`src/rtl/sgdmac_arb_pkg.sv`:
```
// Shared types and helpers for the SGDMAC burst arbiter.
// Latency: n/a (types and a combinational helper only).
// Backpressure: n/a.
// Contents: arb_state_t FSM encoding, rr_pick rotated first-one search.
package sgdmac_arb_pkg;

   typedef enum logic {ARB_IDLE = 1'b0, ARB_LOCKED = 1'b1} arb_state_t;

   // Widest request vector rr_pick can search.
   localparam int RR_MAX = 32;

   // Returns the first set bit of valid[n-1:0], searching ptr+1, ptr+2, ...
   // modulo n. Returns 0 when nothing is set; the caller qualifies with |valid.
   // The loop runs to a constant bound so it unrolls cleanly.
   function automatic int rr_pick(input logic [RR_MAX-1:0] valid,
                                  input int ptr,
                                  input int n);
      int   pick;
      int   idx;
      logic found;
      pick  = 0;
      found = 1'b0;
      for (int i = 1; i <= RR_MAX; i++) begin
         if (i <= n) begin
            // ptr < n and i <= n, so one conditional subtract wraps the index.
            idx = ptr + i;
            if (idx >= n) idx = idx - n;
            if (!found && valid[idx]) begin
               pick  = idx;
               found = 1'b1;
            end
         end
      end
      return pick;
   endfunction

endpackage

```
`src/rtl/sgdmac_skid_buffer.sv`:
```
// Two-entry skid buffer; registers the path and sustains one beat per cycle.
// Latency: a beat pushed in cycle t is presented on out_* in cycle t+1.
// Backpressure: in_ready is registered (low only when both entries are full).
// Ports: clk, rst (sync, active high); in_valid/in_ready/in_data push side;
//        out_valid/out_ready/out_data pop side, out_data always from entry 0.
module sgdmac_skid_buffer #(
   parameter int WIDTH = 8
) (
   input  logic             clk,
   input  logic             rst,
   input  logic             in_valid,
   output logic             in_ready,
   input  logic [WIDTH-1:0] in_data,
   output logic             out_valid,
   input  logic             out_ready,
   output logic [WIDTH-1:0] out_data
);

   logic             v0;
   logic             v1;
   logic [WIDTH-1:0] d0;
   logic [WIDTH-1:0] d1;
   logic             push;
   logic             pop;

   // Entry 1 only fills while entry 0 is stalled, so space exists iff v1 is clear.
   assign in_ready  = ~v1;
   assign out_valid = v0;
   assign out_data  = d0;
   assign push      = in_valid & ~v1;
   assign pop       = v0 & out_ready;

   always_ff @(posedge clk) begin
      if (rst) begin
         v0 <= 1'b0;
         v1 <= 1'b0;
      end else if (push) begin
         // push implies v1 == 0
         if (v0 && !pop) v1 <= 1'b1;
         v0 <= 1'b1;
      end else if (pop) begin
         if (v1) v1 <= 1'b0;
         else    v0 <= 1'b0;
      end
   end

   // Payload registers carry no reset; validity is tracked by v0/v1 alone.
   always_ff @(posedge clk) begin
      if (push) begin
         if (!v0 || pop) d0 <= in_data;
         else            d1 <= in_data;
      end else if (pop && v1) begin
         d0 <= d1;
      end
   end

endmodule

```
`src/rtl/sgdmac_burst_arbiter.sv`:
```
// N-way round-robin arbiter sharing one SGDMAC datapath port, locked per burst.
// Latency: an accepted beat appears on dst_* one cycle later at the earliest.
// Backpressure: req_ready_o drops for all requesters once the skid buffer is full.
// Ports: clk, rst (sync, active high); req_valid_i/req_ready_o/req_data_i/req_last_i
//        per requester; dst_valid_o/dst_ready_i/dst_data_o/dst_last_o/dst_src_o shared
//        output; busy_o (locked or buffered data); burst_err_o (forced-end pulse).
module sgdmac_burst_arbiter
   import sgdmac_arb_pkg::*;
#(
   parameter  int N_REQ     = 4,
   parameter  int DATA_SIZE = 32,
   parameter  int MAX_BEATS = 16,
   localparam int IDX_W     = $clog2(N_REQ)
) (
   input  logic                       clk,
   input  logic                       rst,
   input  logic [N_REQ-1:0]           req_valid_i,
   output logic [N_REQ-1:0]           req_ready_o,
   input  logic [N_REQ*DATA_SIZE-1:0] req_data_i,
   input  logic [N_REQ-1:0]           req_last_i,
   output logic                       dst_valid_o,
   input  logic                       dst_ready_i,
   output logic [DATA_SIZE-1:0]       dst_data_o,
   output logic                       dst_last_o,
   output logic [IDX_W-1:0]           dst_src_o,
   output logic                       busy_o,
   output logic                       burst_err_o
);

   localparam int CNT_W  = $clog2(MAX_BEATS + 1);
   localparam int SKID_W = DATA_SIZE + 1 + IDX_W;

   arb_state_t           state;
   arb_state_t           state_nxt;
   logic [IDX_W-1:0]     rr_ptr;
   logic [IDX_W-1:0]     lock_idx;
   logic [IDX_W-1:0]     gnt_idx;
   logic                 gnt_ok;
   logic [CNT_W-1:0]     beat_cnt;
   logic [CNT_W-1:0]     cnt_nxt;
   logic                 skid_in_ready;
   logic                 in_space;
   logic                 acc;
   logic                 acc_last;
   logic                 at_max;
   logic                 burst_end;
   logic                 forced;
   logic [DATA_SIZE-1:0] gnt_data;
   logic [SKID_W-1:0]    skid_in;
   logic [SKID_W-1:0]    skid_out;

   // Grant selection: rotating search while idle, pinned to the owner while locked
   // (even when the owner drops valid between beats).
   always_comb begin
      gnt_idx = lock_idx;
      gnt_ok  = 1'b1;
      if (state == ARB_IDLE) begin
         gnt_idx = IDX_W'(rr_pick(RR_MAX'(req_valid_i), int'(rr_ptr), N_REQ));
         gnt_ok  = |req_valid_i;
      end
   end

   // Nothing is accepted while reset is asserted, so no stray error pulse.
   assign in_space  = skid_in_ready & ~rst;
   assign acc       = |(req_valid_i & req_ready_o);
   assign acc_last  = req_last_i[gnt_idx];
   assign gnt_data  = req_data_i[int'(gnt_idx)*DATA_SIZE +: DATA_SIZE];
   assign cnt_nxt   = beat_cnt + CNT_W'(1);
   assign at_max    = (cnt_nxt == CNT_W'(MAX_BEATS));
   assign burst_end = acc & (acc_last | at_max);
   assign forced    = acc & at_max & ~acc_last;

   // FSM state register
   always_ff @(posedge clk) begin
      if (rst) state <= ARB_IDLE;
      else     state <= state_nxt;
   end

   // FSM next state
   always_comb begin
      state_nxt = state;
      case (state)
         ARB_IDLE:   if (acc && !burst_end) state_nxt = ARB_LOCKED;
         ARB_LOCKED: if (burst_end)         state_nxt = ARB_IDLE;
         default:    state_nxt = ARB_IDLE;
      endcase
   end

   // FSM outputs
   always_comb begin
      req_ready_o = '0;
      if (gnt_ok && in_space) req_ready_o[gnt_idx] = 1'b1;
      burst_err_o = forced;
   end

   // Round-robin pointer, lock owner and beat counter. While locked gnt_idx
   // equals lock_idx, so loading rr_ptr from gnt_idx covers both burst ends.
   always_ff @(posedge clk) begin
      if (rst) begin
         rr_ptr   <= IDX_W'(N_REQ - 1);
         lock_idx <= '0;
         beat_cnt <= '0;
      end else if (acc) begin
         if (burst_end) begin
            beat_cnt <= '0;
            rr_ptr   <= gnt_idx;
         end else begin
            beat_cnt <= cnt_nxt;
            if (state == ARB_IDLE) lock_idx <= gnt_idx;
         end
      end
   end

   // A forced end is marked as last so downstream sees a closed burst.
   assign skid_in = {gnt_idx, acc_last | at_max, gnt_data};

   sgdmac_skid_buffer #(
      .WIDTH(SKID_W)
   ) u_skid (
      .clk      (clk),
      .rst      (rst),
      .in_valid (acc),
      .in_ready (skid_in_ready),
      .in_data  (skid_in),
      .out_valid(dst_valid_o),
      .out_ready(dst_ready_i),
      .out_data (skid_out)
   );

   assign {dst_src_o, dst_last_o, dst_data_o} = skid_out;
   assign busy_o = (state == ARB_LOCKED) | dst_valid_o;

endmodule

```
`config.mk`:
```
export PLATFORM = sky130hd
export DESIGN_NAME = sgdmac_burst_arbiter
export DESIGN_NICKNAME = d
export VERILOG_FILES = /design/src/rtl/sgdmac_arb_pkg.sv /design/src/rtl/sgdmac_skid_buffer.sv /design/src/rtl/sgdmac_burst_arbiter.sv
export SDC_FILE = /design/constraint.sdc
export NUM_CORES = 1
export LEC_CHECK = 0
export CAP_MARGIN = 0
export CORE_ASPECT_RATIO = 0.5
export CORE_MARGIN = 2
export CORE_UTILIZATION = 48
export DETAILED_ROUTE_END_ITERATION = 16
export PLACE_DENSITY = 0.9
export SYNTH_ARGS = -nofsm -noshare
export SYNTH_HDL_FRONTEND = slang
export SYNTH_HIERARCHICAL = 1
export SYNTH_SLANG_ARGS = --single-unit
```
`constraint.sdc`:
```
create_clock -name clk -period 14.7 [get_ports clk]
set_input_delay 2.94 -clock clk [delete_from_list [all_inputs] [get_ports clk]]
set_output_delay 2.94 -clock clk [all_outputs]
set_load 0.01 [all_outputs]
```
Word-level counts from Yosys, hierarchy flattened
Cells that the tools add are included.
{ "op_classes": {"addsub": 9, "magnitude_cmp": 10, "n_eq_ne": 4, "shifts": 1, "muxes": 50, "bitwise": 15, "reduce_logical": 25} }
{ "ops": {"columns": ["op", "n"], "rows": [
  ["two-way mux 32 bit", 8],
  ["less-than comparator 32 x 7 -> 1 bit (second input constant)", 4],
  ["variable part select 128 x 8 -> 32 bit", 1],
  ["two-way mux 35 bit", 3],
  ["two-way mux 1 bit", 25],
  ["binary-select mux 1 bit (select 5 bit)", 4],
  ["subtractor 3 x 3 -> 4 bit (second input constant)", 3],
  ["two-way mux 2 bit", 5],
  ["AND reduction 2 bit", 5],
  ["greater-or-equal comparator 3 bit (second input constant)", 3],
  ["logical AND 1 bit", 8],
  ["OR reduction 4 bit", 2],
  ["adder 2 x 2 -> 3 bit (second input constant)", 2],
  ["bitwise AND 1 bit", 6],
  ["logical NOT 1 bit", 6],
  ["!= test 2 bit (second input constant)", 3],
  ["inverter 1 bit", 6],
  ["adder 5 x 1 -> 5 bit (second input constant)", 1],
  ["== test 5 bit (second input constant)", 1],
  ["two-way mux 5 bit", 1],
  ["subtractor 4 x 3 -> 5 bit (second input constant)", 1],
  ["adder 2 x 3 -> 4 bit (second input constant)", 1],
  ["bitwise AND 4 bit", 1],
  ["greater-or-equal comparator 4 x 3 -> 1 bit (second input constant)", 1],
  ["11 further kinds", 13]
]} }
{ "totals": {"ff_bits": 82, "out_inout_bits": 42, "elab_cells": 122} }

Logic depth before layout (Yosys ltp)
Gate-level depths: netlist of run 1.
{ "depth": {"depth_word": 33, "depth_mapped": 16, "ltp_nobuf": 13} }

By module
The synthesis of run 1 kept the hierarchy.
{ "by_module_without_submodules": {"columns": ["module", "instances", "cells_each", "area_each_um2", "seq_area_each_um2"], "rows": [
  ["sgdmac_skid_buffer", 1, 122, 2788.9, 2142.1],
  ["sgdmac_burst_arbiter", 1, 309, 1961.9, 200.2]
]} }

Least setup slack after synthesis of run 1
No wires, ideal clock.
{ "synth_timing": {"path_type": "input to register", "startpoint": "in req_valid_i[3]", "endpoint": "reg u_skid.d1[0], enable pin", "setup_ps": 479, "arrival_time_ps": 7800, "path_slack_ps": 6422, "stages": 12, "path_buffers": 2, "path_cell_list": "mux2_4 and3b_4 a2111oi_1 o31a_1 inv_2 mux2i_1 o32a_4 inv_2 nand2b_4 buf_6 buf_12 nor3b_1"} }
{ "synth_via": {"elab_chain_cells": 26, "word_cells_on_any_way": 42, "classes_between": "2 x order compare; 27 x mux; 2 x bitwise; 11 x reduce/logical"} }
{ "synth_rtl": {"columns": ["element", "line", "rtl"], "rows": [
  ["start, declared", "sgdmac_burst_arbiter.sv:17", "input logic [N_REQ-1:0] req_valid_i,"],
  ["binary-select mux 1 bit (select 5 bit)", "sgdmac_arb_pkg.sv:28", "if (!found && valid[idx]) begin"],
  ["two-way mux 1 bit (implied by the code) (2 in series)", "sgdmac_arb_pkg.sv:28", null],
  ["two-way mux 1 bit", "sgdmac_arb_pkg.sv:28", null],
  ["two-way mux 1 bit", "sgdmac_burst_arbiter.sv:57", "if (state == ARB_IDLE) begin"],
  ["logical NOT 1 bit", "sgdmac_arb_pkg.sv:28", null],
  ["logical AND 1 bit", "sgdmac_arb_pkg.sv:28", null],
  ["two-way mux 1 bit", "sgdmac_arb_pkg.sv:28", null],
  ["two-way mux 1 bit", "sgdmac_burst_arbiter.sv:57", null],
  ["[... 10 more ...]", null, null],
  ["two-way mux 1 bit (implied by the code)", "sgdmac_burst_arbiter.sv:92", "if (gnt_ok && in_space) req_ready_o[gnt_idx] = 1'b1;"],
  ["demux 1 bit (select 2 bit)", "sgdmac_burst_arbiter.sv:92", null],
  ["two-way mux 4 bit", "sgdmac_burst_arbiter.sv:92", null],
  ["bitwise AND 4 bit *", "sgdmac_burst_arbiter.sv:65", "assign acc = |(req_valid_i & req_ready_o);"],
  ["OR reduction 4 bit *", "sgdmac_burst_arbiter.sv:65", null],
  ["named net acc", "sgdmac_burst_arbiter.sv:43", "logic acc;"],
  ["bitwise AND 1 bit *", "sgdmac_skid_buffer.sv:30", "assign push = in_valid & ~v1;"],
  ["AND reduction 2 bit (no line) *", null, null],
  ["end signal, assigned", "sgdmac_skid_buffer.sv:51", "else d1 <= in_data;"],
  ["end, declared", "sgdmac_skid_buffer.sv:22", "logic [WIDTH-1:0] d1;"]
]} }
The timed path passes the listed nets; every way through them passes the cells marked *. The select of a mux whose other input is x is not followed.
A chain may end at the register's enable or synchronous reset.

Worst setup path after layout of run 1
{ "layout_timing": {"startpoint": "in req_valid_i[1]", "endpoint": "out burst_err_o"} }
{ "layout_via": {"elab_chain_cells": 26, "word_cells_on_any_way": 45, "classes_between": "2 x order compare; 29 x mux; 4 x bitwise; 10 x reduce/logical"} }
{ "layout_rtl": {"columns": ["element", "line", "rtl"], "rows": [
  ["binary-select mux 1 bit (select 5 bit)", "sgdmac_arb_pkg.sv:28", null],
  ["two-way mux 1 bit (implied by the code) (2 in series)", "sgdmac_arb_pkg.sv:28", null],
  ["two-way mux 1 bit", "sgdmac_arb_pkg.sv:28", null],
  ["two-way mux 1 bit", "sgdmac_burst_arbiter.sv:57", null],
  ["logical NOT 1 bit", "sgdmac_arb_pkg.sv:28", null],
  ["logical AND 1 bit", "sgdmac_arb_pkg.sv:28", null],
  ["two-way mux 1 bit", "sgdmac_arb_pkg.sv:28", null],
  ["two-way mux 1 bit", "sgdmac_burst_arbiter.sv:57", null],
  ["[... 9 more ...]", null, null],
  ["logical AND 1 bit (implied by the code)", "sgdmac_burst_arbiter.sv:92", null],
  ["two-way mux 1 bit (implied by the code)", "sgdmac_burst_arbiter.sv:92", null],
  ["demux 1 bit (select 2 bit)", "sgdmac_burst_arbiter.sv:92", null],
  ["two-way mux 4 bit", "sgdmac_burst_arbiter.sv:92", null],
  ["bitwise AND 4 bit *", "sgdmac_burst_arbiter.sv:65", null],
  ["OR reduction 4 bit *", "sgdmac_burst_arbiter.sv:65", null],
  ["named net acc", "sgdmac_burst_arbiter.sv:43", null],
  ["bitwise AND 1 bit * (2 in series)", "sgdmac_burst_arbiter.sv:71", "assign forced = acc & at_max & ~acc_last;"],
  ["end, declared", "sgdmac_burst_arbiter.sv:27", "output logic burst_err_o"]
]} }
Marked as above.

==> results of run 1 <==
-- worst paths after layout --
kind	endpoint	depth (start not counted)	from
setup / recovery	burst_err_o	13	req_valid_i[1]
hold / removal	beat_cnt[1]$_SDFFE_PP0P_	2	beat_cnt[1]$_SDFFE_PP0P_
setup reg to reg	u_skid/d1[31]$_DFFE_PP_	14	rr_ptr[0]$_SDFFE_PP1P_
hold reg to reg	beat_cnt[1]$_SDFFE_PP0P_	2	beat_cnt[1]$_SDFFE_PP0P_
-- layer usage --
| layer | wire length, um | share of wire (%) |
|---|---|---|
| met5 | 0 | 0 |
| met4 | 256 | 2.1 |
| met3 | 604 | 4.9 |
| met2 | 6410 | 52 |
| met1 | 5000 | 41 |
-- power by group --
| group | internal, mW | total, mW | switching (mW) |
|---|---|---|---|
| Sequential | 0.412 | 0.441 | 0.0286 |
| Clock | 0.151 | 0.243 | 0.0922 |
| Combinational | 0.454 | 1.03 | 0.579 |
| Total | 1.02 | 1.72 | 0.699 |
-- worst max-delay path: stages --
cell and delay, ns:
clkdlybuf4s50_1 0.55, mux2i_1 0.12, nor3_1 0.42, nor2_2 0.09, a311oi_1 0.48, o31a_2 0.22
buf_4 0.56, inv_2 0.61, mux2i_1 0.26, o32a_4 0.44, inv_2 0.19, and3_1 0.19
clkdlybuf4s50_1 0.53
-- through the flow --
step / utilization [%] / cell area [um^2] / hold WS (ns)
after floorplan: - / 4750 / 0.449
after global placement: 69.0 / 6590 / 0.476
after detailed placement: 69.0 / 6590 / 0.485
after CTS: 72.5 / 6910 / 0.493
after global routing: 72.5 / 6910 / 0.527
final: 72.5 / 6910 / 0.493
-- area by class of cell --
cell class | count | area share [%]
sequential | 82 | 33.9
multi-input combinational | 313 | 32.2
timing repair buffer | 183 | 26.4
clock buffer | 9 | 3.26
tap | 135 | 2.44
clock inverter | 7 | 1.45
inverter | 7 | 0.380
-- cell usage in the layout (no fill, tap or decap), types with 2 or more instances in the layout --
| master | count |
|---|---|
| a21o_1 | 2 |
| a2bb2oi_1 | 2 |
| o22ai_1 | 4 |
| dfxtp_1 | 12 |
| buf_4 | 3 |
| inv_1 | 5 |
| nand4b_1 | 4 |
| inv_6 | 2 |
| edfxtp_1 | 70 |
| clkdlybuf4s50_1 | 180 |
| nand2_1 | 77 |
| inv_2 | 2 |
| o21ai_0 | 2 |
| nor2_1 | 16 |
| and3_1 | 2 |
| mux2_2 | 7 |
| nand2b_1 | 6 |
| a211oi_1 | 32 |
| or4_1 | 3 |
| a31oi_1 | 34 |
| nor2b_1 | 2 |
| bufinv_16 | 2 |
| clkbuf_16 | 9 |
| and2_0 | 17 |
| ha_1 | 6 |
| mux2i_1 | 10 |
| mux2_4 | 30 |
| nand3_1 | 4 |
| a311oi_1 | 3 |
| nor3_1 | 3 |
| a21oi_1 | 9 |
| and2_1 | 18 |
-- logic make-up after synthesis --
family	Yosys count
buffers and inverters	36
AND/OR/NAND/NOR	159
multiplexers	47
flip-flops	82
AO/OA/AOI/OAI	101
adder cells (fa/ha/maj)	6
-- sequential cells by signal, indices dropped and copies added (netlist names), named ones only --
| register | count |
|---|---|
| u_skid/d1 | 35 |
| u_skid/out_data | 35 |
| beat_cnt | 5 |
| lock_idx | 2 |
| rr_ptr | 2 |
| u_skid/out_valid | 1 |
| u_skid/v1 | 1 |
==> results.cfg, run 1 <==
[grt]
grt_max_degree = 72
overflow = 0
grt_pass1_vias = 3841
top_usage_layer = met2
grt_pass1_wl_um = 18400
use_met1_pct = 26.3
met3_usage_pct = 5.80
antenna_found_initial = 0
use_met2_pct = 40.7
track_usage_pct = 22.3

[synth]
yosysTopAreaCellShare_pct = 44.2
netlist_instances = 431
synth_most_common_cell = nand2_1
synth_simple_gate_area_share_pct = 16.5
synthesis.area_um2 = 4750
synth_fp_nets = 576
synth_top_area_cell = edfxtp_1
synth_commonest_cells = nand2_1, edfxtp_1, a31oi_1
synth_edf_count = 70
synth_xor_area_share_pct = 0
yosysWarnings = 6
synth_flop_cell = edfxtp_1
muxShareOfSynthArea_pct = 13.2
synth_top_family_by_area = simple AND/OR/NAND/NOR gates
synth_area_per_cell_um2 = 11.0
ys_seq_elements = 82
synth_compound_area_share_pct = 15.1
yosysSeqAreaShare_pct = 49.3
synth.distinct_cells = 51
synth_area_leaders = edfxtp_1, mux2_4, nand2_1
synthAdderAreaFrac_pct = 1.58
synth-async-reset-ratio_pct = 0

[final_layout]
instances_no_fill = 736
fillers = 659
regArea_um2 = 2340
diodes = 0
layout-drive-gt1-share_pct = 11.3
multiInputGateArea_um2 = 2230
layout.nets = 741
area_growth_pct = 45.5

[timing]
setup-violations-final = 0
slew_headroom_pct = 28.0
max_freq_ghz = 0.0945
worst-slew-pin-transition_ns = 1.08
post-route-period-util_pct = 72.0
min_period_ns = 10.58
fin_ws_ns = 4.12
rsz0062_at_grt = false
finalHoldViolCount = 0
drv_slew = 0
timing.setup.tns_ns = 0
clock_skew_ns = 0.00460

[drt]
vias = 3998
detail_route.vias_per_cell = 5.43
drc = 0
firstDrtPassIters = 4
drt_iter0_markers = 179
wl_um = 12300
avgRoutedWirePerCell_um = 16.7
drtAntennaViolNets = 0

[run]
cap_violations = 0

[cts]
postCtsSetupBuffers = 0
clockRootBuffer = clkbuf_16
cts_tree = yes
clk_latency_ns = 0.33
clockBufferDepth = 2
cts.sinks = 82
clk_pin_slew_ns = 0.06
cts_resized = 0
h-tree-depth = 3
cts_hold_repair.buffers = 0
cts_made_buffers = 9

[worst_setup_path]
end_kind = primary output
start_kind = input port
cp_max_fo = 69
worstPathRequired_ns = 11.76
critical_path_class = in -> out
crit_arrival_ns = 7.64
rrSetupSlack_ns = 8.70

[place]
io_buffers = 180
place_inst = 720
gp_congestion = 0.911
dpl_worst_slack_ns = 4.21
hpwl_um = 8610

[power]
ir_drop_mv = 0.183
p_total_mw = 1.72
power_leakage_nw = 2.57
powerDensity_nw_per_um2 = 248

[floorplanning]
fp-row-count = 25
ios = 181
die_h_um = 74.3
coreArea_um2 = 9540
initial_core_util_pct = 49.8
die-width_um = 145
die-area_um2 = 10800

[outcome]
run_status = finished, final reports clean

[worst_hold_path]
hold_class = reg -> reg
(Power assumes the default switching activity.)
==> inputs of run 2 (changes only) <==
CORE_UTILIZATION = 40   (was 48)
PLACE_DENSITY = 0.81   (was 0.9)
clock period = 9.7 ns   (was 14.7 ns; I/O delays follow)
==> run 2 against run 1 <==
Against the previous run: register-to-register slack lost 4.6 ns; worst setup slack got worse by 2.4 ns; wire length shrank 1.8%; global-route usage fell by 3.2 points; sequential cell count unchanged; via count fell by 1.1%; largest cell class unchanged; highest routed layer unchanged.
==> results.cfg, run 2 (synthesis gave the netlist of run 1 again) <==
[outcome]
run_status = finished, final reports clean

[timing]
drv_slew = 0
min_period_ns = 7.95
clock_skew_ns = 0.00599
post-route-period-util_pct = 81.9
timing.setup.tns_ns = 0
max_freq_ghz = 0.126
finalHoldViolCount = 0
worst-slew-pin-transition_ns = 1.01
slew_headroom_pct = 32.8
setup-violations-final = 0
rsz0062_at_grt = false

[worst_hold_path]
hold_depth = 2
hold_path_end = beat_cnt[1]$_SDFFE_PP0P_
hold_class = reg -> reg
min_from = beat_cnt[1]$_SDFFE_PP0P_

[floorplanning]
die-width_um = 158
coreArea_um2 = 11700
ios = 181
die-area_um2 = 12800
initial_core_util_pct = 40.6
die_h_um = 81.1
fp-row-count = 28

[final_layout]
fillers = 988
layout-drive-gt1-share_pct = 11.1
diodes = 0
layout.nets = 741
final_common_cell = clkdlybuf4s50_1
instances_no_fill = 766
area_growth_pct = 46.3
layout_common_cells = clkdlybuf4s50_1, nand2_1, edfxtp_1, a31oi_1, a211oi_1

[place]
gp_congestion = 0.908
io_buffers = 180
hpwl_um = 8860
place_inst = 750

[cts]
postCtsSetupBuffers = 0
cts_hold_repair.buffers = 0
cts_tree = yes
clockRootBuffer = clkbuf_16
cts_resized = 0
cts_made_buffers = 9
clk_latency_ns = 0.33
cts.sinks = 82
clk_pin_slew_ns = 0.06
h-tree-depth = 3
clockBufferDepth = 2

[worst_setup_path]
start_kind = input port
critical_path_class = in -> out
crit_arrival_ns = 6.01
worstPathRequired_ns = 7.76
cp_max_fo = 69
rr_worst_depth = 13
rrSetupSlack_ns = 4.12
r2r-end = u_skid/d1[14]$_DFFE_PP_
r2r-start = rr_ptr[0]$_SDFFE_PP1P_
end_kind = primary output

[grt]
overflow = 0
antenna_found_initial = 0
grt_pass1_wl_um = 19200
grt_pass1_vias = 3881
track_usage_pct = 19.2
grt_max_degree = 70

[drt]
wl_um = 12100
drtAntennaViolNets = 0
firstDrtPassIters = 4
avgRoutedWirePerCell_um = 15.7
detail_route.vias_per_cell = 5.16
drc = 0
vias = 3954
drt_iter0_markers = 207

[run]
cap_violations = 0

[power]
powerDensity_nw_per_um2 = 372
ir_drop_mv = 0.408
power_leakage_nw = 2.57
-- run 2: changes by cell type in the layout (fill, tap and decap cells not counted) --
cell,change
clkinv_4,+1
bufinv_16,-1
clkinv_1,-1
clkbuf_16,+2
clkinvlp_4,-1
inv_6,-2
inv_8,-1
clkinv_2,+1
clkbuf_1,+2
-- run 2: metal layers --
metal	global-route usage (%)	vias to the layer above	part of all wire (%)
li1	-	1936	-
met1	22.4	1878	41
met2	35.8	121	53
met3	3.74	19	4.4
met4	6.40	0	2.0
met5	0	-	0
-- run 2: worst max path at each step --
stage,startpoint,end,slack [ns],cells past startpoint
floorplan,req_valid_i[3],u_skid/d1[0]$_DFFE_PP_,2.42,12
global placement,req_valid_i[1],burst_err_o,1.91,12
detailed placement,req_valid_i[1],burst_err_o,1.73,12
CTS,req_valid_i[1],burst_err_o,1.72,12
global route,req_valid_i[1],burst_err_o,1.47,12
finish,req_valid_i[1],burst_err_o,1.75,12
-- run 2: area by class of cell --
| cell class | instances | area [um^2] | area share, % |
|---|---|---|---|
| multi-input cells | 313 | 2230 | 32.0 |
| well taps | 165 | 206 | 2.97 |
| repair buffers | 183 | 1820 | 26.2 |
| inverters | 7 | 26.3 | 0.378 |
| flip-flops and latches | 82 | 2340 | 33.7 |
| clock inverters | 3 | 43.8 | 0.630 |
| clock buffers | 13 | 283 | 4.07 |
-- run 2: critical path, cell delays in order --
cell,delay (ns)
clkdlybuf4s50_1,0.48
mux2i_1,0.31
a2bb2oi_2,0.21
o211a_1,0.22
a311oi_1,0.18
o31a_2,0.38
inv_2,0.70
mux2i_1,0.20
o32a_4,0.44
inv_2,0.20
and3_1,0.20
clkdlybuf4s50_1,0.53
-- run 2: per-stage QoR --
step | util [%] | setup slack [ns] | instance area, um^2 | total power [mW] | hold WS [ns]
finish | 59.4 | 1.75 | 6950 | 2.58 | 0.496
global route | 59.4 | 1.47 | 6950 | 2.78 | 0.533
CTS | 59.4 | 1.72 | 6950 | 2.61 | 0.499
detailed placement | 56.6 | 1.73 | 6630 | 2.24 | 0.493
global placement | 56.6 | 1.91 | 6630 | 2.19 | 0.477
floorplan | - | 2.42 | 4750 | 1.79 | 0.449
-- run 2: where the power goes --
part	switching, mW	internal (mW)	total (mW)
clock network	0.130	0.231	0.361
registers	0.0440	0.624	0.668
logic	0.868	0.688	1.56
total	1.04	1.54	2.58
==> variant 1: new RTL, config.mk and constraints of run 2 <==
Change the parameter `DATA_SIZE` from 32 to 16.
--- a/src/rtl/sgdmac_burst_arbiter.sv
+++ b/src/rtl/sgdmac_burst_arbiter.sv
@@ -8,7 +8,7 @@
    import sgdmac_arb_pkg::*;
 #(
    parameter  int N_REQ     = 4,
-   parameter  int DATA_SIZE = 32,
+   parameter  int DATA_SIZE = 16,
    parameter  int MAX_BEATS = 16,
    localparam int IDX_W     = $clog2(N_REQ)
 ) (
Interface: changed (resized dst_data_o and req_data_i); port bits go from 181 to 101. No check against the original RTL was run, so the function may have changed too.
==> variant 1 against run 2 <==
- synthesized cell count decreased by 27%
- final cell count shrank 32%
- clock skew down 0.0028 ns
- area after synthesis down 32%
- hold slack lost 0.031 ns
- power down 30%
- sequential cell count shrank 32
- clock power down 44%
- cell area shrank 35%
- setup slack lost 0.073 ns
- maximum frequency shrank 0.91%
- routed wire length fell by 35%
- critical endpoint unchanged
==> variant 1: results (changes against run 2) <==
| Metric | Value |
|---|---|
| Via density | 5.37 (+4.0%) |
| Met2 WL | 4.07 mm (-36%) |
| EDFF count, synth | 38 (-46%) |
| Clock Skew | 0.00320 ns (-0.00279 ns) |
| H-tree depth | 2 (-1) |
| Vias in the first global route | 2674 (-31%) |
| Synth top cells by count | nand2_1 (47), edfxtp_1 (38), nor2_1 (27) |
| Synthesis-to-finish area growth | 38.6% |
| Initial DRC Count | 191 (-7.7%) |
| Avg Cell Area, Syn | 10.3 sq um (-6.4%) |
| Met2 Use GR | 0.339 (-0.0190) |
| Leakage | 1.70 nW (-34%) |
| Area contributors post-synth | edfxtp_1 (35%), mux2_4 (9.3%), dfxtp_1 (7.4%), mux2_2 (6.6%), nand2_1 (5.4%) |
| Worst Max-Slew Pin Slew | 0.819 ns (-0.190 ns) |
| Met3 wire length | 314 um (-41%) |
| Number of port buffers | 100 (-44%) |
| Placed cell area | 0.00432 sq mm (-35%) |
| Dpl cells | 514 (-31%) |
| Met1 Use GR | 0.214 (-0.00969) |
| Met3 Resource Use GR | 0.0368 (-0.000566) |
| Library cells used by synthesis | 57 (+12%) |
| Detailed Route WL | 7.85 mm (-35%) |
| # resized after CTS | 0 (unchanged) |
| Post-Syn Nets | 395 (-31%) |
| Worst-skew pair later-pin latency | 0.29 ns (-0.04 ns) |
| Global-route wire length before repair | 12.7 mm (-34%) |
| Via Count | 2802 (-29%) |
| Fraction of layout cells with a size suffix above 1 | 0.149 (+0.0373) |
| CP Max Fanout | 43 (-38%) |
| Sequential area share after synthesis | 0.426 (-0.0668) |
| Routability cong. | 0.835 (-8.0%) |
| Gr usage total | 0.180 (-0.0114) |
| Outcome | completed |
| Post-DP HPWL | 5.77 mm (-35%) |
| TritonCTS buffer count | 5 (-4) |
[variant 1: cell types whose count changed in the layout (fill, tap and decap cells not counted), moves of 12 or more]
cell | run 2 | this run
a211oi_1 | 32 | 3
edfxtp_1 | 70 | 38
clkdlybuf4s50_1 | 180 | 100
a31oi_1 | 34 | 19
and2_0 | 17 | 0
nand2_1 | 77 | 47
mux2_2 | 7 | 19
and2_1 | 18 | 3
[variant 1: kinds of logic (layout without fill, tap and decap cells)]
kind of cell / Yosys count / count (layout) / synth area share
flip-flops: 50 / 50 / 0.426
AND/OR/NAND/NOR: 115 / 115 / 0.165
adder cells (fa/ha/maj): 6 / 6 / 0.0232
multiplexers: 46 / 46 / 0.184
buffers and inverters: 25 / 121 / 0.0402
AO/OA/AOI/OAI: 72 / 72 / 0.161
[variant 1: worst max-delay path, cell delays in order]
cell and delay [ns]:
clkdlybuf4s50_1 0.53, mux2i_1 0.36, o22ai_1 0.26, a2111oi_0 0.55, o311a_1 0.24, buf_4 0.38
nor2_1 0.10, a22oi_1 0.63, inv_1 0.35, nand2_1 0.20, nor2_1 0.06, clkdlybuf4s50_1 0.47
[variant 1: worst paths after layout]
check	end	slack (ns)	from	cells after the start
worst max register to register	u_skid/out_data[18]	4.57	rr_ptr[0]	12
worst max-delay path	burst_err_o	1.68	req_valid_i[2]	12
worst min-delay path	lock_idx[1]	0.47	lock_idx[1]	2
worst min register to register	lock_idx[1]	0.47	lock_idx[1]	2
[variant 1: power breakdown]
group	total (mW)	switching (mW)	internal (mW)
registers	0.412	0.0371	0.375
logic	1.19	0.648	0.540
clock network	0.202	0.0783	0.123
[variant 1: area by class of cell]
class                   count  share of cell area
repair buffers            103               0.228
clock buffers               5              0.0278
clock inverters             3              0.0109
flip-flops and latches     50               0.307
well taps                 112              0.0312
inverters                  10             0.00891
multi-input cells         239               0.386
==> variant 2: new RTL, settings of run 2 <==
Made on the original files. Make the reset (`rst`) asynchronous in 3 clocked blocks.
--- a/src/rtl/sgdmac_skid_buffer.sv
+++ b/src/rtl/sgdmac_skid_buffer.sv
@@ -30,7 +30,7 @@
    assign push      = in_valid & ~v1;
    assign pop       = v0 & out_ready;
 
-   always_ff @(posedge clk) begin
+   always_ff @(posedge clk or posedge rst) begin
       if (rst) begin
          v0 <= 1'b0;
          v1 <= 1'b0;
--- a/src/rtl/sgdmac_burst_arbiter.sv
+++ b/src/rtl/sgdmac_burst_arbiter.sv
@@ -71,7 +71,7 @@
    assign forced    = acc & at_max & ~acc_last;
 
    // FSM state register
-   always_ff @(posedge clk) begin
+   always_ff @(posedge clk or posedge rst) begin
       if (rst) state <= ARB_IDLE;
       else     state <= state_nxt;
    end
@@ -95,7 +95,7 @@
 
    // Round-robin pointer, lock owner and beat counter. While locked gnt_idx
    // equals lock_idx, so loading rr_ptr from gnt_idx covers both burst ends.
-   always_ff @(posedge clk) begin
+   always_ff @(posedge clk or posedge rst) begin
       if (rst) begin
          rr_ptr   <= IDX_W'(N_REQ - 1);
          lock_idx <= '0;
Check against the original RTL: differs if rst is asserted again (counterexample within 4 cycles, from zero or initial values and one cycle with rst high); with rst held inactive, the same outputs for 4 cycles.
==> variant 2 against run 2 <==
- sequential cell count unchanged
- synthesized cell count grew 0.70%
- cell area down 1.0%
- setup slack better by 0.45 ns
- power up 0.37%
- area after synthesis decreased by 1.1%
- largest power group unchanged
- via count shrank 3.3%
- routed wire length is 2.5% lower
==> variant 2: results (changes against run 2) <==
| Metric | Value |
|---|---|
| Post-synthesis compound-gate area fraction | 0.0892 (-0.0622) |
| R2R Setup Slk | 4.67 ns (+0.55 ns) |
| Met3 wire length | 409 um (-23%) |
| Async S/R FF share, synth | 0.146 (+0.146) |
| Gr usage total | 0.186 (-0.00534) |
| Critical R2R Capture | u_skid/out_data[33] |
| Pin count of the biggest net entering global routing | 67 (-4.3%) |
| Area contributors post-synth | edfxtp_1 (45%), nand2_1 (11%), mux2_4 (9.9%), dfrtp_1 (5.3%), a31oi_1 (4.4%) |
| Routability cong. | 0.846 (-6.8%) |
| Arr. time, crit path | 5.55 ns (-0.46 ns) |
| Library cells used by synthesis | 53 (+3.9%) |
| Met2 WL | 6.07 mm (-4.5%) |
| Leakage | 2.79 nW (+8.4%) |
| Clock Skew | 0.00837 ns (+0.00238 ns) |
| CP startpoint | req_valid_i[3] |
| Initial DRC Count | 170 (-18%) |
| CP Max Fanout | 37 (-46%) |
| Outcome | completed |
| Synth top cells by count | nand2_1 (135), edfxtp_1 (70), a31oi_1 (33) |
| Max incr delay on CP | 0.56 ns (-0.14 ns) |
| Synth Area in Adders | 0.0160 (+0.000181) |
| Crit Reg-Reg Startpoint | rr_ptr[0] |
| Met3 Resource Use GR | 0.0405 (+0.00312) |
| Worst IR Drop VDD | 284 uV (-30%) |
| Worst Max-Slew Pin Slew | 1.16 ns (+0.149 ns) |
| Detailed Route WL | 11.8 mm (-2.5%) |
| Worst-skew pair later-pin latency | 0.34 ns |
| Final #Nets | 747 (+0.81%) |
| Via density | 4.99 (-3.3%) |
| Post-DP HPWL | 8.46 mm (-4.6%) |
| Post-synthesis mux area share | 0.145 (+0.0122) |
| Sequential area share after synthesis | 0.512 (+0.0190) |
| Max stage delay cell, worst path | clkdlybuf4s50_1 |
| Global-route wire length before repair | 18.2 mm (-5.2%) |
| Met1 WL | 4.96 mm (+0.75%) |
| Fraction of layout cells with a size suffix above 1 | 0.124 (+0.0121) |
## variant 2: cell count changes in the layout (fill, tap and decap cells not counted), moves of 8 or more
cell	run 2	this run
a211oi_1	32	0
a21oi_1	9	1
and2_0	17	0
and2_1	18	0
and3_1	2	32
dfrtp_1	0	10
dfxtp_1	12	0
nand2_1	77	135
nor2_1	16	7
## variant 2: stage by stage
step	setup WS, ns	hold slack (ns)	instance area [sq um]	utilization	instances
final	2.21	0.543	6880	0.614	766
after floorplan	3.24	0.515	4700	-	434
after global routing	1.86	0.542	6880	0.614	766
after CTS	2.21	0.544	6880	0.614	766
after global placement	2.27	0.526	6580	0.587	750
after detailed placement	2.21	0.535	6580	0.587	750
## variant 2: cell type report
class,instances,area [sq um]
fill,949,4330
sequential,82,2400
multi-input combinational,315,2110
timing repair buffer,184,1830
clock buffer,12,268
tap,159,199
inverter,10,40.0
clock inverter,4,30.0
## variant 2: cells by family after synthesis
| family | after synthesis |
|---|---|
| buf+inv | 37 |
| mux | 49 |
| fa+ha+maj | 6 |
| simple gates | 200 |
| compound gates | 60 |
| flops | 82 |
## variant 2: power by group
| group | switching (mW) | internal [mW] |
|---|---|---|
| Clock | 0.135 | 0.198 |
| Combinational | 0.888 | 0.688 |
| Sequential | 0.0586 | 0.627 |
## variant 2: worst min-delay path by stage
stage	from	to	depth (start not counted)
2_1_floorplan	lock_idx[1]	lock_idx[1]	1
4_1_cts	u_skid/d1[21]	u_skid/out_data[21]	1
5_1_grt	u_skid/d1[21]	u_skid/out_data[21]	1
3_5_place_dp	u_skid/d1[18]	u_skid/out_data[18]	1
6_report	u_skid/d1[21]	u_skid/out_data[21]	1
3_3_place_gp	u_skid/d1[31]	u_skid/out_data[31]	1
